--- src/rtl/dma_ch_arbiter_if.sv ---
// Channel-side request/grant bundle and AHB-side burst control for the DMA channel arbiter.
interface dma_ch_arbiter_if #(
  parameter int unsigned NUM_CH = 4,
  parameter int unsigned BLEN_W = 5
);
  localparam int unsigned SEL_W = $clog2(NUM_CH);

  logic [NUM_CH-1:0]        ch_req_i;
  logic [NUM_CH*BLEN_W-1:0] ch_len_i;
  logic [NUM_CH-1:0]        ch_gnt_o;
  logic [NUM_CH-1:0]        ch_done_o;
  logic [NUM_CH-1:0]        ch_err_o;
  logic [SEL_W-1:0]         ch_sel_o;
  logic                     if_start_o;
  logic [BLEN_W-1:0]        if_len_o;
  logic                     if_beat_i;
  logic                     if_err_i;
  logic                     busy_o;

  // Channels and the AHB master drive requests/beats; the arbiter drives grants/burst control.
  modport master (
    output ch_req_i, ch_len_i, if_beat_i, if_err_i,
    input  ch_gnt_o, ch_done_o, ch_err_o, ch_sel_o, if_start_o, if_len_o, busy_o
  );

  modport slave (
    input  ch_req_i, ch_len_i, if_beat_i, if_err_i,
    output ch_gnt_o, ch_done_o, ch_err_o, ch_sel_o, if_start_o, if_len_o, busy_o
  );
endinterface

--- src/rtl/dma_ch_arbiter.sv ---
// Round-robin arbiter sharing one DMA AHB master between NUM_CH channels;
// grant is held for a whole burst and done/error status is pulsed back to the winner.
module dma_ch_arbiter #(
  parameter int unsigned NUM_CH = 4,
  parameter int unsigned BLEN_W = 5
) (
  input  logic            clk,
  input  logic            rst_n,
  dma_ch_arbiter_if.slave bus
);

  localparam int unsigned SEL_W = $clog2(NUM_CH);

  typedef enum logic [1:0] {
    IDLE  = 2'd0,
    ISSUE = 2'd1,
    XFER  = 2'd2,
    DONE  = 2'd3
  } state_e;

  state_e              state_q, state_d;
  logic [SEL_W-1:0]    rr_q, rr_d;
  logic [SEL_W-1:0]    sel_q, sel_d;
  logic [BLEN_W-1:0]   cnt_q, cnt_d;
  logic [BLEN_W-1:0]   len_q, len_d;
  logic                err_q, err_d;
  logic [NUM_CH-1:0]   gnt_q, gnt_d;
  logic [NUM_CH-1:0]   done_q, done_d;
  logic [NUM_CH-1:0]   errp_q, errp_d;
  logic                start_q, start_d;
  logic                busy_q, busy_d;

  logic [SEL_W-1:0]    win;
  logic [BLEN_W-1:0]   win_len;
  logic [NUM_CH-1:0]   sel_oh;

  // First requester at or above ptr, wrapping; the lowest offset is visited last and wins.
  function automatic logic [SEL_W-1:0] rr_pick(input logic [NUM_CH-1:0] req,
                                               input logic [SEL_W-1:0]  ptr);
    logic [SEL_W-1:0] w;
    w = ptr;
    for (int i = int'(NUM_CH) - 1; i >= 0; i--) begin
      for (int k = 0; k < int'(NUM_CH); k++) begin
        if (req[k] && (k == (int'(ptr) + i) % int'(NUM_CH))) w = SEL_W'(k);
      end
    end
    return w;
  endfunction

  always_ff @(posedge clk or negedge rst_n) begin
    if (!rst_n) begin
      state_q <= IDLE;
      rr_q    <= '0;
      sel_q   <= '0;
      cnt_q   <= '0;
      len_q   <= '0;
      err_q   <= 1'b0;
      gnt_q   <= '0;
      done_q  <= '0;
      errp_q  <= '0;
      start_q <= 1'b0;
      busy_q  <= 1'b0;
    end else begin
      state_q <= state_d;
      rr_q    <= rr_d;
      sel_q   <= sel_d;
      cnt_q   <= cnt_d;
      len_q   <= len_d;
      err_q   <= err_d;
      gnt_q   <= gnt_d;
      done_q  <= done_d;
      errp_q  <= errp_d;
      start_q <= start_d;
      busy_q  <= busy_d;
    end
  end

  always_comb begin
    state_d = state_q;
    rr_d    = rr_q;
    sel_d   = sel_q;
    cnt_d   = cnt_q;
    len_d   = len_q;
    err_d   = err_q;
    win     = rr_pick(bus.ch_req_i, rr_q);
    win_len = '0;
    for (int k = 0; k < int'(NUM_CH); k++) begin
      if (win == SEL_W'(k)) win_len = bus.ch_len_i[k*BLEN_W +: BLEN_W];
    end

    case (state_q)
      IDLE: begin
        if (|bus.ch_req_i) begin
          sel_d   = win;
          len_d   = win_len;
          cnt_d   = win_len;
          err_d   = 1'b0;
          state_d = ISSUE;
        end
      end
      ISSUE: state_d = XFER;
      XFER: begin
        // Error outranks the final beat so an aborted last beat still reports error.
        if (bus.if_err_i) begin
          err_d   = 1'b1;
          state_d = DONE;
        end else if (bus.if_beat_i) begin
          if (cnt_q == '0) state_d = DONE;
          else             cnt_d   = cnt_q - BLEN_W'(1);
        end
      end
      DONE: begin
        rr_d    = (sel_q == SEL_W'(NUM_CH - 1)) ? '0 : sel_q + SEL_W'(1);
        state_d = IDLE;
      end
      default: state_d = IDLE;
    endcase

    // Outputs are registered from the next-state view so they line up with the state register.
    sel_oh = '0;
    for (int k = 0; k < int'(NUM_CH); k++) begin
      sel_oh[k] = (sel_d == SEL_W'(k));
    end
    gnt_d   = (state_d != IDLE) ? sel_oh : '0;
    done_d  = (state_d == DONE) ? sel_oh : '0;
    errp_d  = (state_d == DONE && err_d) ? sel_oh : '0;
    start_d = (state_d == ISSUE);
    busy_d  = (state_d != IDLE);
  end

  assign bus.ch_gnt_o   = gnt_q;
  assign bus.ch_done_o  = done_q;
  assign bus.ch_err_o   = errp_q;
  assign bus.ch_sel_o   = sel_q;
  assign bus.if_start_o = start_q;
  assign bus.if_len_o   = len_q;
  assign bus.busy_o     = busy_q;

endmodule

--- src/flat_wrapper.sv ---
// flat-port wrapper written by rule: the top's interface ports become plain ports
module dma_ch_arbiter_flat 
#(
  parameter int unsigned NUM_CH = 4,
  parameter int unsigned BLEN_W = 5
)
  (clk, rst_n, bus_ch_req_i, bus_ch_len_i, bus_if_beat_i, bus_if_err_i, bus_ch_gnt_o, bus_ch_done_o, bus_ch_err_o, bus_ch_sel_o, bus_if_start_o, bus_if_len_o, bus_busy_o);
  dma_ch_arbiter_if #(.NUM_CH(NUM_CH), .BLEN_W(BLEN_W)) bus_i ();
  input  logic clk;
  input  logic rst_n;
  input wire logic [$bits(bus_i.ch_req_i)-1:0] bus_ch_req_i;
  input wire logic [$bits(bus_i.ch_len_i)-1:0] bus_ch_len_i;
  input wire logic [$bits(bus_i.if_beat_i)-1:0] bus_if_beat_i;
  input wire logic [$bits(bus_i.if_err_i)-1:0] bus_if_err_i;
  output wire logic [$bits(bus_i.ch_gnt_o)-1:0] bus_ch_gnt_o;
  output wire logic [$bits(bus_i.ch_done_o)-1:0] bus_ch_done_o;
  output wire logic [$bits(bus_i.ch_err_o)-1:0] bus_ch_err_o;
  output wire logic [$bits(bus_i.ch_sel_o)-1:0] bus_ch_sel_o;
  output wire logic [$bits(bus_i.if_start_o)-1:0] bus_if_start_o;
  output wire logic [$bits(bus_i.if_len_o)-1:0] bus_if_len_o;
  output wire logic [$bits(bus_i.busy_o)-1:0] bus_busy_o;
  assign bus_i.ch_req_i = bus_ch_req_i;
  assign bus_i.ch_len_i = bus_ch_len_i;
  assign bus_i.if_beat_i = bus_if_beat_i;
  assign bus_i.if_err_i = bus_if_err_i;
  assign bus_ch_gnt_o = bus_i.ch_gnt_o;
  assign bus_ch_done_o = bus_i.ch_done_o;
  assign bus_ch_err_o = bus_i.ch_err_o;
  assign bus_ch_sel_o = bus_i.ch_sel_o;
  assign bus_if_start_o = bus_i.if_start_o;
  assign bus_if_len_o = bus_i.if_len_o;
  assign bus_busy_o = bus_i.busy_o;
  dma_ch_arbiter #(.NUM_CH(NUM_CH), .BLEN_W(BLEN_W)) u_core (.clk(clk), .rst_n(rst_n), .bus(bus_i));
endmodule
--- config.mk ---
export PLATFORM = sky130hd
export DESIGN_NAME = dma_ch_arbiter_flat
export DESIGN_NICKNAME = d
export VERILOG_FILES = /design/src/rtl/dma_ch_arbiter_if.sv /design/src/rtl/dma_ch_arbiter.sv /design/src/flat_wrapper.sv
export SDC_FILE = /design/constraint.sdc
export NUM_CORES = 1
export LEC_CHECK = 0
export ABC_AREA = 1
export CAP_MARGIN = 40
export CORE_MARGIN = 1
export CORE_UTILIZATION = 35
export DETAILED_ROUTE_END_ITERATION = 8
export REMOVE_ABC_BUFFERS = 1
export SLEW_MARGIN = 15
export SYNTH_ARGS = -nofsm -noshare
export SYNTH_HDL_FRONTEND = slang
export SYNTH_SLANG_ARGS = --single-unit
--- constraint.sdc ---
create_clock -name clk -period 2.7 [get_ports clk]
set_clock_uncertainty 0.05 [all_clocks]
set_input_delay 0.81 -clock clk [delete_from_list [all_inputs] [get_ports clk]]
set_output_delay 0.81 -clock clk [all_outputs]
set_load 0.05 [all_outputs]
==> impl_metrics.prom, run 1 <==
# TYPE chip_impl_metric gauge
chip_impl_metric{name="tritoncts.num_buffers",unit=""} 5
chip_impl_info{name="tritoncts",value="done"} 1
chip_impl_metric{name="die_h",unit="µm"} 73.12
chip_impl_info{name="crit_start",value="bus_ch_req_i[3]"} 1
chip_impl_metric{name="cts.path.max_buffers",unit=""} 2
chip_impl_info{name="status",value="completed"} 1
chip_impl_info{name="min-delay-start",value="u_core.bus.if_len_o[1]"} 1
chip_impl_info{name="worst-setup-path-type",value="input port to flip-flop"} 1
chip_impl_metric{name="slew_headroom",unit=""} 0.6550
chip_impl_metric{name="post-cts-setup-buffers",unit=""} 0
chip_impl_metric{name="synth_cell_types",unit=""} 29
chip_impl_metric{name="die_area",unit="mm²"} 0.005347
chip_impl_metric{name="gpl.final_weighted_congestion",unit=""} 0.8580
chip_impl_metric{name="chipWidth",unit="µm"} 73.12
chip_impl_metric{name="grt_usage",unit=""} 0.1775
chip_impl_metric{name="layout-drive-gt1-share",unit=""} 0.1773
chip_impl_info{name="crit-reg2reg-launch",value="u_core.state_q[0]"} 1
chip_impl_metric{name="detailedRoute.firstPassIterationCount",unit=""} 4
chip_impl_metric{name="synth_area_per_cell",unit="µm²"} 7.834
chip_impl_metric{name="wl",unit="µm"} 4250
chip_impl_metric{name="detail_route.iter0.violations",unit=""} 64
chip_impl_metric{name="grt_overflow",unit=""} 0
chip_impl_metric{name="dp_hpwl",unit="µm"} 3269
chip_impl_metric{name="synthesis.area",unit="mm²"} 0.001770
chip_impl_metric{name="layout_net_count",unit=""} 331
chip_impl_metric{name="post_synth_inst_count",unit=""} 226
chip_impl_metric{name="place.detailed.instances",unit=""} 358
chip_impl_metric{name="portBuffers",unit=""} 48
chip_impl_metric{name="pre_cts_ws",unit="ns"} -0.1663
chip_impl_info{name="ys.flop_type",value="dfrtp_1"} 1
chip_impl_metric{name="route.met3.wl",unit="µm"} 252
chip_impl_metric{name="worstMarginPinSlew",unit="ns"} 0.5159
chip_impl_metric{name="maxSlewViolCount",unit=""} 0
chip_impl_metric{name="grt_start_max_net_pins",unit=""} 32
chip_impl_metric{name="ios",unit=""} 49
chip_impl_metric{name="hold_viol_final",unit=""} 0
chip_impl_metric{name="grt_pass1_wl",unit="µm"} 7258
chip_impl_metric{name="required_time_of_the_critical_path",unit="ns"} 2.82
chip_impl_metric{name="timing.setup.tns",unit="ns"} 0
chip_impl_metric{name="routed-via-count",unit=""} 1691
chip_impl_metric{name="final_critical_path_setup_slack",unit="ns"} 0.2166
chip_impl_metric{name="seq_area_frac_synth",unit=""} 0.4382
chip_impl_metric{name="share_of_synthesized_flip_flops_with_an_asynchronous_set_or_reset",unit=""} 1.000
chip_impl_metric{name="cts_hold_repair.buffers",unit=""} 0
chip_impl_metric{name="max_freq",unit="MHz"} 402.7
chip_impl_metric{name="cts_max_level",unit=""} 2
chip_impl_metric{name="synth_to_layout_area_growth",unit="%"} 46.71
chip_impl_metric{name="finalPower",unit="µW"} 3571
chip_impl_info{name="top_signal_layer_used",value="met4"} 1
chip_impl_metric{name="clock_sinks",unit=""} 31
chip_impl_metric{name="dr_wl_met2",unit="µm"} 1931
chip_impl_metric{name="leakage_power_of_the_design",unit="µW"} 0.001295
chip_impl_metric{name="critPathMaxFanout",unit=""} 4
chip_impl_metric{name="clk_transition_reported_paths",unit="ns"} 0.07
chip_impl_metric{name="finalHoldWorstSlack",unit="ns"} 0.4289
chip_impl_metric{name="post_route_insts_no_fill",unit=""} 366
chip_impl_metric{name="wire_per_inst",unit="µm"} 11.61
chip_impl_info{name="holdCritPathClass",value="flip-flop to flip-flop"} 1
chip_impl_metric{name="power_density",unit="mW/mm²"} 1375
chip_impl_metric{name="core",unit="mm²"} 0.004786
chip_impl_metric{name="synth_seq_cells",unit=""} 31
chip_impl_metric{name="vdd_drop_max",unit="mV"} 0.8567
chip_impl_metric{name="postRouteAntennaNets",unit=""} 0
chip_impl_info{name="grt_setup_unrepaired",value="false"} 1
chip_impl_info{name="setup.worst_path.end_class",value="flip-flop"} 1
chip_impl_metric{name="grt_pass1_vias",unit=""} 1627
chip_impl_metric{name="row_cnt",unit=""} 25
chip_impl_metric{name="avgViaCountPerCell",unit=""} 4.620
chip_impl_metric{name="initial_utilization",unit=""} 0.3699
chip_impl_metric{name="synth_edf_count",unit=""} 0
chip_impl_metric{name="n_antenna_cell",unit=""} 0
chip_impl_metric{name="clock_insertion_delay_worst_skew",unit="ns"} 0.28
chip_impl_metric{name="post-route-drc-count",unit=""} 0
chip_impl_info{name="root_buffer",value="clkbuf_8"} 1
chip_impl_metric{name="wl_met1",unit="µm"} 2033
chip_impl_info{name="cp-start-kind",value="input port"} 1
chip_impl_metric{name="report.final.setup_viol",unit=""} 0
chip_impl_metric{name="period_share",unit=""} 0.9198
chip_impl_metric{name="max_cap_viol_count",unit=""} 0
chip_impl_metric{name="worst-endpoint-arrival",unit="ns"} 2.60
chip_impl_metric{name="final_period_minus_worst_setup_slack",unit="ns"} 2.483
chip_impl_metric{name="antenna_violations_before_repair",unit=""} 0
chip_impl_metric{name="ys_warn_count",unit=""} 0
==> layer usage <==
| layer | vias to the layer above | global-route usage |
|---|---|---|
| met5 | - | 0 |
| li1 | 877 | - |
| met4 | 0 | 0.04575 |
| met1 | 778 | 0.2343 |
| met3 | 5 | 0.04558 |
| met2 | 31 | 0.2891 |
==> synthesized netlist by cell type (all sizes together) (2+ instances only) <==
cell | count | area, µm²
buf | 2 | 10.01
a21oi | 6 | 33.78
inv | 23 | 86.33
ha | 5 | 62.56
dfrtp | 31 | 775.7
nand3 | 29 | 195.2
nor2 | 21 | 81.33
nand2 | 76 | 334.1
o21ai | 7 | 35.03
nand4 | 10 | 62.56
clkinv | 5 | 18.77
xnor2 | 2 | 17.52
==> path summary, 6_finish.rpt <==
kind                                           to  slack, ns  cells past startpoint
max reg2reg                       u_core.cnt_q[0]       0.54                     10
min in group asynchronous  u_core.bus.if_len_o[3]       0.87                      2
max in group asynchronous  u_core.bus.if_len_o[0]       1.44                      2
min                        u_core.bus.if_len_o[1]       0.43                      2
min reg2reg                u_core.bus.if_len_o[1]       0.43                      2
max                        u_core.bus.ch_err_o[3]       0.22                      8
==> stage by stage <==
step | instance area [µm²] | util
floorplan | 1757 | -
global placement | 2471 | 0.5163
detailed placement | 2471 | 0.5163
CTS | 2584 | 0.5399
global route | 2597 | 0.5427
finish | 2597 | 0.5427
==> cell families (layout without fill, tap and decap cells) <==
logic type      count (synthesis)  after routing  synth area share
compound gates                 17             17           0.05513
xor+xnor                        2              2          0.009896
simple gates                  140            140            0.3943
buf+inv                        31            104           0.06714
fa+ha+maj                       5              5           0.03534
flops                          31             31            0.4382
==> critical path: stages <==
cell             delay, ns
clkdlybuf4s50_1       0.47
nor4_1                0.45
nor2_1                0.12
or2_2                 0.29
o21ai_1               0.16
inv_1                 0.11
nand2_1               0.14
nor2_1                0.06
==> where the power goes <==
group,internal [µW],switching [µW],total [µW]
sequential,648,119,767
combinational,877,1470,2350
clock,274,179,454
total,1800,1770,3570
==> registers in the layout, indices dropped and copies added (netlist names) <==
name,count
u_core.bus.ch_gnt_o,4
u_core.bus.if_len_o,5
u_core.bus.ch_done_o,4
u_core.bus.ch_err_o,4
u_core.bus.if_start_o,1
u_core.cnt_q,5
u_core.err_q,1
u_core.bus.busy_o,1
u_core.rr_q,2
u_core.bus.ch_sel_o,2
u_core.state_q,2
==> final cells by class <==
cell class	count	area, µm²
flip-flops and latches	31	775.7
clock buffers	5	68.82
multi-input cells	164	884.6
fillers	463	2188
repair buffers	68	635.6
clock inverters	3	43.79
inverters	28	105.1
well taps	67	83.83
==> timing repair <==
item | in CTS | in global routing
endpoints found under the setup margin | 0 | 18
endpoints found under the hold margin | 0 | 0
gates resized for setup | 0 | 3
==> cell usage in the layout (no fill, tap or decap) <==
| cell type | instances |
|---|---|
| clkinv_1 | 5 |
| nand3_2 | 10 |
| clkinv_2 | 1 |
| nor3b_1 | 1 |
| o21a_1 | 1 |
| or2_2 | 1 |
| inv_1 | 19 |
| o21ai_1 | 5 |
| nand2_8 | 2 |
| xnor2_1 | 2 |
| bufinv_16 | 1 |
| nand3_1 | 19 |
| dfrtp_1 | 31 |
| nor3_1 | 1 |
| nand2_2 | 4 |
| buf_4 | 20 |
| a21oi_2 | 1 |
| o21ai_0 | 2 |
| nor2_2 | 1 |
| ha_1 | 5 |
| clkbuf_8 | 5 |
| clkinv_4 | 1 |
| inv_2 | 4 |
| a211o_1 | 1 |
| nor2_1 | 20 |
| o22ai_1 | 1 |
| a31oi_1 | 1 |
| clkdlybuf4s50_1 | 46 |
| nor4_1 | 1 |
| a21oi_1 | 5 |
| nand2_1 | 68 |
| nand4_1 | 10 |
| nand2_4 | 2 |
| dlymetal6s2s_1 | 2 |
Power figures use the tool's default switching activity.
==> run 2: changes to the inputs <==
==> constraint.sdc (replaced) <==
create_clock -name clk -period 2.7 [get_ports clk]
set_clock_uncertainty 0.05 [all_clocks]
set_input_delay 0.81 -clock clk [delete_from_list [all_inputs] [get_ports clk]]
set_output_delay 0.81 -clock clk [all_outputs]
set_load 0.1 [all_outputs]
==> impl_metrics.prom, run 2 (synthesis results as in run 1) <==
# TYPE chip_impl_metric gauge
chip_impl_info{name="critical_path.most_common_cell",value="nand2_1"} 1
chip_impl_metric{name="n_antenna_cell",unit=""} 0
chip_impl_metric{name="antenna_violations_before_repair",unit=""} 0
chip_impl_metric{name="layout-drive-gt1-share",unit=""} 0.2475
chip_impl_metric{name="routed-via-count",unit=""} 1725
chip_impl_metric{name="required_time_of_the_critical_path",unit="ns"} 2.82
chip_impl_metric{name="post-cts-setup-buffers",unit=""} 0
chip_impl_metric{name="slew_headroom",unit=""} 0.6950
chip_impl_info{name="worst_path_max_delay_cell",value="clkdlybuf4s50_1"} 1
chip_impl_metric{name="timing.critical_path.slowest_cell_delay",unit="ns"} 0.55
chip_impl_metric{name="report.final.setup_viol",unit=""} 0
chip_impl_metric{name="critical_path.n_buffers_inverters",unit=""} 3
chip_impl_metric{name="detailedRoute.firstPassIterationCount",unit=""} 4
chip_impl_info{name="holdCritPathClass",value="flip-flop to flip-flop"} 1
chip_impl_metric{name="final_period_minus_worst_setup_slack",unit="ns"} 2.512
chip_impl_metric{name="wire_per_inst",unit="µm"} 11.70
chip_impl_metric{name="grt_pass1_wl",unit="µm"} 7210
chip_impl_metric{name="period_share",unit=""} 0.9303
chip_impl_metric{name="initial_utilization",unit=""} 0.3699
chip_impl_info{name="busiest_layer",value="met2"} 1
chip_impl_info{name="status",value="completed"} 1
chip_impl_metric{name="ios",unit=""} 49
chip_impl_metric{name="groute.layer.met2.usage",unit=""} 0.2932
chip_impl_metric{name="clock_insertion_delay_worst_skew",unit="ns"} 0.28
chip_impl_metric{name="globalRouteMet3Util",unit=""} 0.04696
chip_impl_metric{name="cts_max_level",unit=""} 2
chip_impl_metric{name="hold_viol_final",unit=""} 0
chip_impl_metric{name="gpl.final_weighted_congestion",unit=""} 0.9169
chip_impl_info{name="tritoncts",value="done"} 1
chip_impl_info{name="crit_start",value="bus_ch_req_i[3]"} 1
chip_impl_metric{name="core",unit="mm²"} 0.004786
chip_impl_metric{name="place.detailed.instances",unit=""} 358
chip_impl_metric{name="clk_transition_reported_paths",unit="ns"} 0.07
chip_impl_info{name="worstPathCellList",value="clkdlybuf4s50_1, nand2_1, nand2_1, nand2_1, nand2_1, nand2_1, nand2_1, nand2_1, nand2_1, nand2_1, nand2_2, nand2_4, buf_4, nand4_1, nand2_1, clkinv_1, nand3_2, o21ai_1, nand2_1"} 1
chip_impl_metric{name="die_h",unit="µm"} 73.12
chip_impl_info{name="crit-reg2reg-launch",value="u_core.state_q[0]"} 1
chip_impl_metric{name="row_cnt",unit=""} 25
chip_impl_metric{name="grt_usage",unit=""} 0.1738
chip_impl_metric{name="portBuffers",unit=""} 48
chip_impl_metric{name="finalHoldWorstSlack",unit="ns"} 0.4337
chip_impl_info{name="cp-start-kind",value="input port"} 1
chip_impl_info{name="grt_setup_unrepaired",value="false"} 1
chip_impl_metric{name="critPathMaxFanout",unit=""} 4
chip_impl_info{name="root_buffer",value="clkbuf_8"} 1
chip_impl_metric{name="grt_start_max_net_pins",unit=""} 32
chip_impl_metric{name="avgViaCountPerCell",unit=""} 4.713
chip_impl_metric{name="cts.path.max_buffers",unit=""} 2
chip_impl_info{name="setup.worst_path.end_class",value="flip-flop"} 1
chip_impl_metric{name="placed_area",unit="mm²"} 0.002419
chip_impl_metric{name="post-route-drc-count",unit=""} 0
chip_impl_metric{name="synth_to_layout_area_growth",unit="%"} 42.40
chip_impl_metric{name="chipWidth",unit="µm"} 73.12
chip_impl_metric{name="max_cap_viol_count",unit=""} 0
chip_impl_info{name="worst-setup-path-type",value="input port to flip-flop"} 1
chip_impl_metric{name="grt_overflow",unit=""} 0
chip_impl_metric{name="maxSlewViolCount",unit=""} 0
chip_impl_metric{name="tritoncts.num_buffers",unit=""} 5
chip_impl_metric{name="stdcell_area",unit="mm²"} 0.002521
chip_impl_metric{name="postRouteAntennaNets",unit=""} 0
chip_impl_info{name="final_cell_mix",value="nand2_1, buf_4, dfrtp_1, clkdlybuf4s50_1, nor2_1"} 1
chip_impl_metric{name="worst-endpoint-arrival",unit="ns"} 2.63
chip_impl_metric{name="max_freq",unit="MHz"} 398.1
chip_impl_metric{name="final_core_util",unit=""} 0.5268
chip_impl_metric{name="worstMarginPinSlew",unit="ns"} 0.4575
chip_impl_metric{name="layout_net_count",unit=""} 331
chip_impl_metric{name="wl",unit="µm"} 4281
chip_impl_metric{name="die_area",unit="mm²"} 0.005347
chip_impl_metric{name="global_route.usage.met1",unit=""} 0.2136
chip_impl_metric{name="grt_pass1_vias",unit=""} 1695
chip_impl_metric{name="post_route_insts_no_fill",unit=""} 366
chip_impl_metric{name="dp_hpwl",unit="µm"} 3288
chip_impl_metric{name="detail_route.iter0.violations",unit=""} 76
chip_impl_info{name="critPathTopFamily",value="simple AND/OR/NAND/NOR gates"} 1
chip_impl_metric{name="clock_sinks",unit=""} 31
chip_impl_info{name="mostFrequentLayoutCell",value="nand2_1"} 1
chip_impl_info{name="min-delay-start",value="u_core.bus.if_len_o[0]"} 1
==> run 2: cell types whose count changed in the layout (fill, tap and decap cells not counted), sizes merged <==
cell | previous run | this run
clkinv | 7 | 6
buf | 20 | 41
clkdlybuf4s50 | 46 | 25
clkinvlp | 0 | 1
bufinv | 1 | 0
clkbuf | 5 | 6
==> run 2: what timing repair did <==
action | CTS | global route
endpoints found under the setup margin | 0 | 16
gates resized for setup | 0 | 4
hold endpoints to repair | 0 | 0
hold buffers | 0 | 0
==> run 2: final timing paths <==
check	end	slack, ns	cells past startpoint
min in group asynchronous	u_core.bus.if_len_o[3]	0.89	2
worst max-delay path	u_core.cnt_q[2]	0.19	19
worst max register to register	u_core.cnt_q[1]	0.52	11
worst min register to register	u_core.bus.if_len_o[0]	0.43	2
max in group asynchronous	u_core.cnt_q[1]	1.42	2
worst min-delay path	u_core.bus.if_len_o[0]	0.43	2
==> run 2: layout make-up <==
class,instances,area [µm²]
inverter,28,105.1
fill,478,2265
clock buffer,6,72.57
clock inverter,2,12.51
multi-input combinational,164,888.4
sequential,31,775.7
timing repair buffer,68,583.1
tap,67,83.83
==> run 2: metal layers <==
| layer | up-vias | part of all wire | wire (µm) |
|---|---|---|---|
| li1 | 872 | - | - |
| met1 | 801 | 0.45 | 1920 |
| met2 | 48 | 0.48 | 2058 |
| met3 | 4 | 0.061 | 263 |
| met4 | 0 | 0.0089 | 38 |
| met5 | - | 0 | 0 |
==> run 2: worst register-to-register path, cell delays in order, from the launching register on <==
cell	delay (ns)
dfrtp_1	0.38
inv_1	0.10
ha_1	0.45
nor2_1	0.08
inv_1	0.09
nand2_1	0.05
nor3b_1	0.32
clkinv_1	0.11
buf_4	0.18
a21oi_1	0.18
o21ai_2	0.07
nand2_1	0.07
==> run 2: stage by stage <==
step	TNS (ns)	worst slack, ns
after CTS	0	0.1477
after global placement	-2.036	-0.1379
after floorplan	0	0.4063
after detailed placement	-2.432	-0.1464
after global routing	0	0.0005234
final	0	0.1881
Power of run 2 is not shown: default switching activity piles up to over one toggle a cycle in this logic, so the estimate is an artifact.
==> run 3: changes to the inputs <==
==> constraint.sdc (replaced) <==
create_clock -name clk -period 3.2 [get_ports clk]
set_clock_uncertainty 0.05 [all_clocks]
set_input_delay 0.96 -clock clk [delete_from_list [all_inputs] [get_ports clk]]
set_output_delay 0.96 -clock clk [all_outputs]
set_load 0.1 [all_outputs]
==> impl_metrics.prom, run 3 (synthesis results as in run 1) <==
# TYPE chip_impl_metric gauge
chip_impl_info{name="root_buffer",value="clkbuf_8"} 1
chip_impl_info{name="holdCritPathClass",value="flip-flop to flip-flop"} 1
chip_impl_metric{name="hold_viol_final",unit=""} 0
chip_impl_metric{name="grt_pass1_wl",unit="µm"} 6886
chip_impl_metric{name="required_time_of_the_critical_path",unit="ns"} 3.32
chip_impl_info{name="critical_path.most_common_cell",value="nand2_1"} 1
chip_impl_metric{name="maxSlewViolCount",unit=""} 0
chip_impl_metric{name="initial_utilization",unit=""} 0.3699
chip_impl_metric{name="grt_usage",unit=""} 0.1673
chip_impl_metric{name="placed_area",unit="mm²"} 0.002336
chip_impl_metric{name="detailedRoute.firstPassIterationCount",unit=""} 4
chip_impl_metric{name="postRouteAntennaNets",unit=""} 0
chip_impl_metric{name="clock_sinks",unit=""} 31
chip_impl_metric{name="ios",unit=""} 49
chip_impl_metric{name="worst-endpoint-arrival",unit="ns"} 2.93
chip_impl_metric{name="grt_pass1_vias",unit=""} 1565
chip_impl_info{name="setup.worst_path.end_class",value="flip-flop"} 1
chip_impl_info{name="tritoncts",value="done"} 1
chip_impl_info{name="final_cell_mix",value="nand2_1, dfrtp_1, buf_4, clkdlybuf4s50_1, nor2_1"} 1
chip_impl_metric{name="timing.critical_path.slowest_cell_delay",unit="ns"} 0.56
chip_impl_metric{name="timing.setup.tns",unit="ns"} 0
chip_impl_metric{name="report.final.setup_viol",unit=""} 0
chip_impl_info{name="worst-setup-path-type",value="input port to flip-flop"} 1
chip_impl_metric{name="max_cap_viol_count",unit=""} 0
chip_impl_metric{name="fillers",unit=""} 482
chip_impl_metric{name="chipWidth",unit="µm"} 73.12
chip_impl_info{name="mostFrequentLayoutCell",value="nand2_1"} 1
chip_impl_metric{name="row_cnt",unit=""} 25
chip_impl_metric{name="grt_overflow",unit=""} 0
chip_impl_info{name="grt_setup_unrepaired",value="false"} 1
chip_impl_info{name="worstPathCellList",value="clkdlybuf4s50_1, inv_1, nand2_1, nand3_1, nand2_1, nand2_1, nand2_1, nand2_1, nand2_1, nand2_1, nand2_1, nand2_1, nand2_1, nand2_2, nand2_4, nand2_4, nand2_8, nand2_4, nand3_2, nand3_2, o21ai_1, nand2_1"} 1
chip_impl_metric{name="layout_net_count",unit=""} 320
chip_impl_metric{name="layout-drive-gt1-share",unit=""} 0.2153
chip_impl_metric{name="wl",unit="µm"} 4042
chip_impl_metric{name="dp_hpwl",unit="µm"} 3065
chip_impl_metric{name="clk_transition_reported_paths",unit="ns"} 0.06
chip_impl_info{name="worst_path_max_delay_cell",value="clkdlybuf4s50_1"} 1
chip_impl_metric{name="detail_route.iter0.violations",unit=""} 107
chip_impl_metric{name="post-cts-setup-buffers",unit=""} 0
chip_impl_info{name="status",value="completed"} 1
chip_impl_metric{name="period_share",unit=""} 0.8773
chip_impl_metric{name="antenna_violations_before_repair",unit=""} 0
chip_impl_metric{name="cts.path.max_buffers",unit=""} 2
chip_impl_metric{name="worstMarginPinSlew",unit="ns"} 0.4267
chip_impl_metric{name="die_h",unit="µm"} 73.12
chip_impl_metric{name="grt_start_max_net_pins",unit=""} 32
chip_impl_metric{name="avgViaCountPerCell",unit=""} 4.575
chip_impl_metric{name="clock_insertion_delay_worst_skew",unit="ns"} 0.28
chip_impl_metric{name="routed-via-count",unit=""} 1624
chip_impl_metric{name="cts_max_level",unit=""} 2
chip_impl_metric{name="tritoncts.num_buffers",unit=""} 5
chip_impl_metric{name="synth_to_layout_area_growth",unit="%"} 36.75
chip_impl_metric{name="die_area",unit="mm²"} 0.005347
chip_impl_info{name="critPathTopFamily",value="simple AND/OR/NAND/NOR gates"} 1
chip_impl_metric{name="slew_headroom",unit=""} 0.7155
chip_impl_metric{name="gpl.final_weighted_congestion",unit=""} 0.8293
chip_impl_metric{name="wire_per_inst",unit="µm"} 11.39
chip_impl_metric{name="stdcell_area",unit="mm²"} 0.002421
chip_impl_metric{name="n_antenna_cell",unit=""} 0
chip_impl_metric{name="max_freq",unit="MHz"} 356.2
chip_impl_info{name="cp-start-kind",value="input port"} 1
chip_impl_metric{name="final_period_minus_worst_setup_slack",unit="ns"} 2.807
chip_impl_metric{name="portBuffers",unit=""} 48
chip_impl_metric{name="cts_hold_repair.buffers",unit=""} 0
chip_impl_metric{name="critPathMaxFanout",unit=""} 7
chip_impl_metric{name="post-route-drc-count",unit=""} 0
chip_impl_metric{name="core",unit="mm²"} 0.004786
chip_impl_metric{name="critical_path.n_buffers_inverters",unit=""} 2
chip_impl_metric{name="post_cts_sizing_count",unit=""} 0
-- run 3: layout make-up --
cell class | instances | area [µm²] | area share
Tap cell | 67 | 83.83 | 0.03463
Inverter | 28 | 105.1 | 0.04341
Clock buffer | 6 | 72.57 | 0.02997
Sequential cell | 31 | 775.7 | 0.3204
Multi-Input combinational cell | 164 | 875.8 | 0.3618
Clock inverter | 2 | 12.51 | 0.005168
Timing Repair Buffer | 57 | 495.5 | 0.2047
-- run 3: path summary, 6_finish.rpt --
check | depth (start not counted) | from | to | slack, ns
setup / recovery | 22 | bus_ch_req_i[0] | u_core.cnt_q[2] | 0.39
hold / removal | 2 | u_core.bus.if_len_o[1] | u_core.bus.if_len_o[1] | 0.43
setup reg to reg | 9 | u_core.state_q[0] | u_core.cnt_q[0] | 1.02
hold reg to reg | 2 | u_core.bus.if_len_o[1] | u_core.bus.if_len_o[1] | 0.43
max in group asynchronous | 2 | rst_n | u_core.cnt_q[0] | 1.79
min in group asynchronous | 2 | rst_n | u_core.cnt_q[1] | 1.03
-- run 3: tightest hold or removal path, cell delays in order (launching register included) --
cell and delay, ns:
dfrtp_1 0.34, nand2_1 0.05, nand2_1 0.05
-- run 3: per-stage QoR --
stage	util	instances	hold slack [ns]	setup WS (ns)
after floorplan	-	223	0.4117	0.7563
after global routing	0.5059	355	0.4572	0.1424
final	0.5059	355	0.4281	0.3927
after global placement	0.4881	347	0.4149	0.1312
after detailed placement	0.4881	347	0.4174	0.1152
after CTS	0.5059	355	0.4354	0.4052
-- run 3: routing by layer --
layer / GRT usage / vias to the layer above / wire [µm]
met5: 0 / - / 0
met4: 0.03922 / 0 / 15
met3: 0.05110 / 2 / 270
met2: 0.2582 / 39 / 1785
met1: 0.2293 / 735 / 1971
li1: - / 848 / -
Power of run 3 is left out for the same reason.
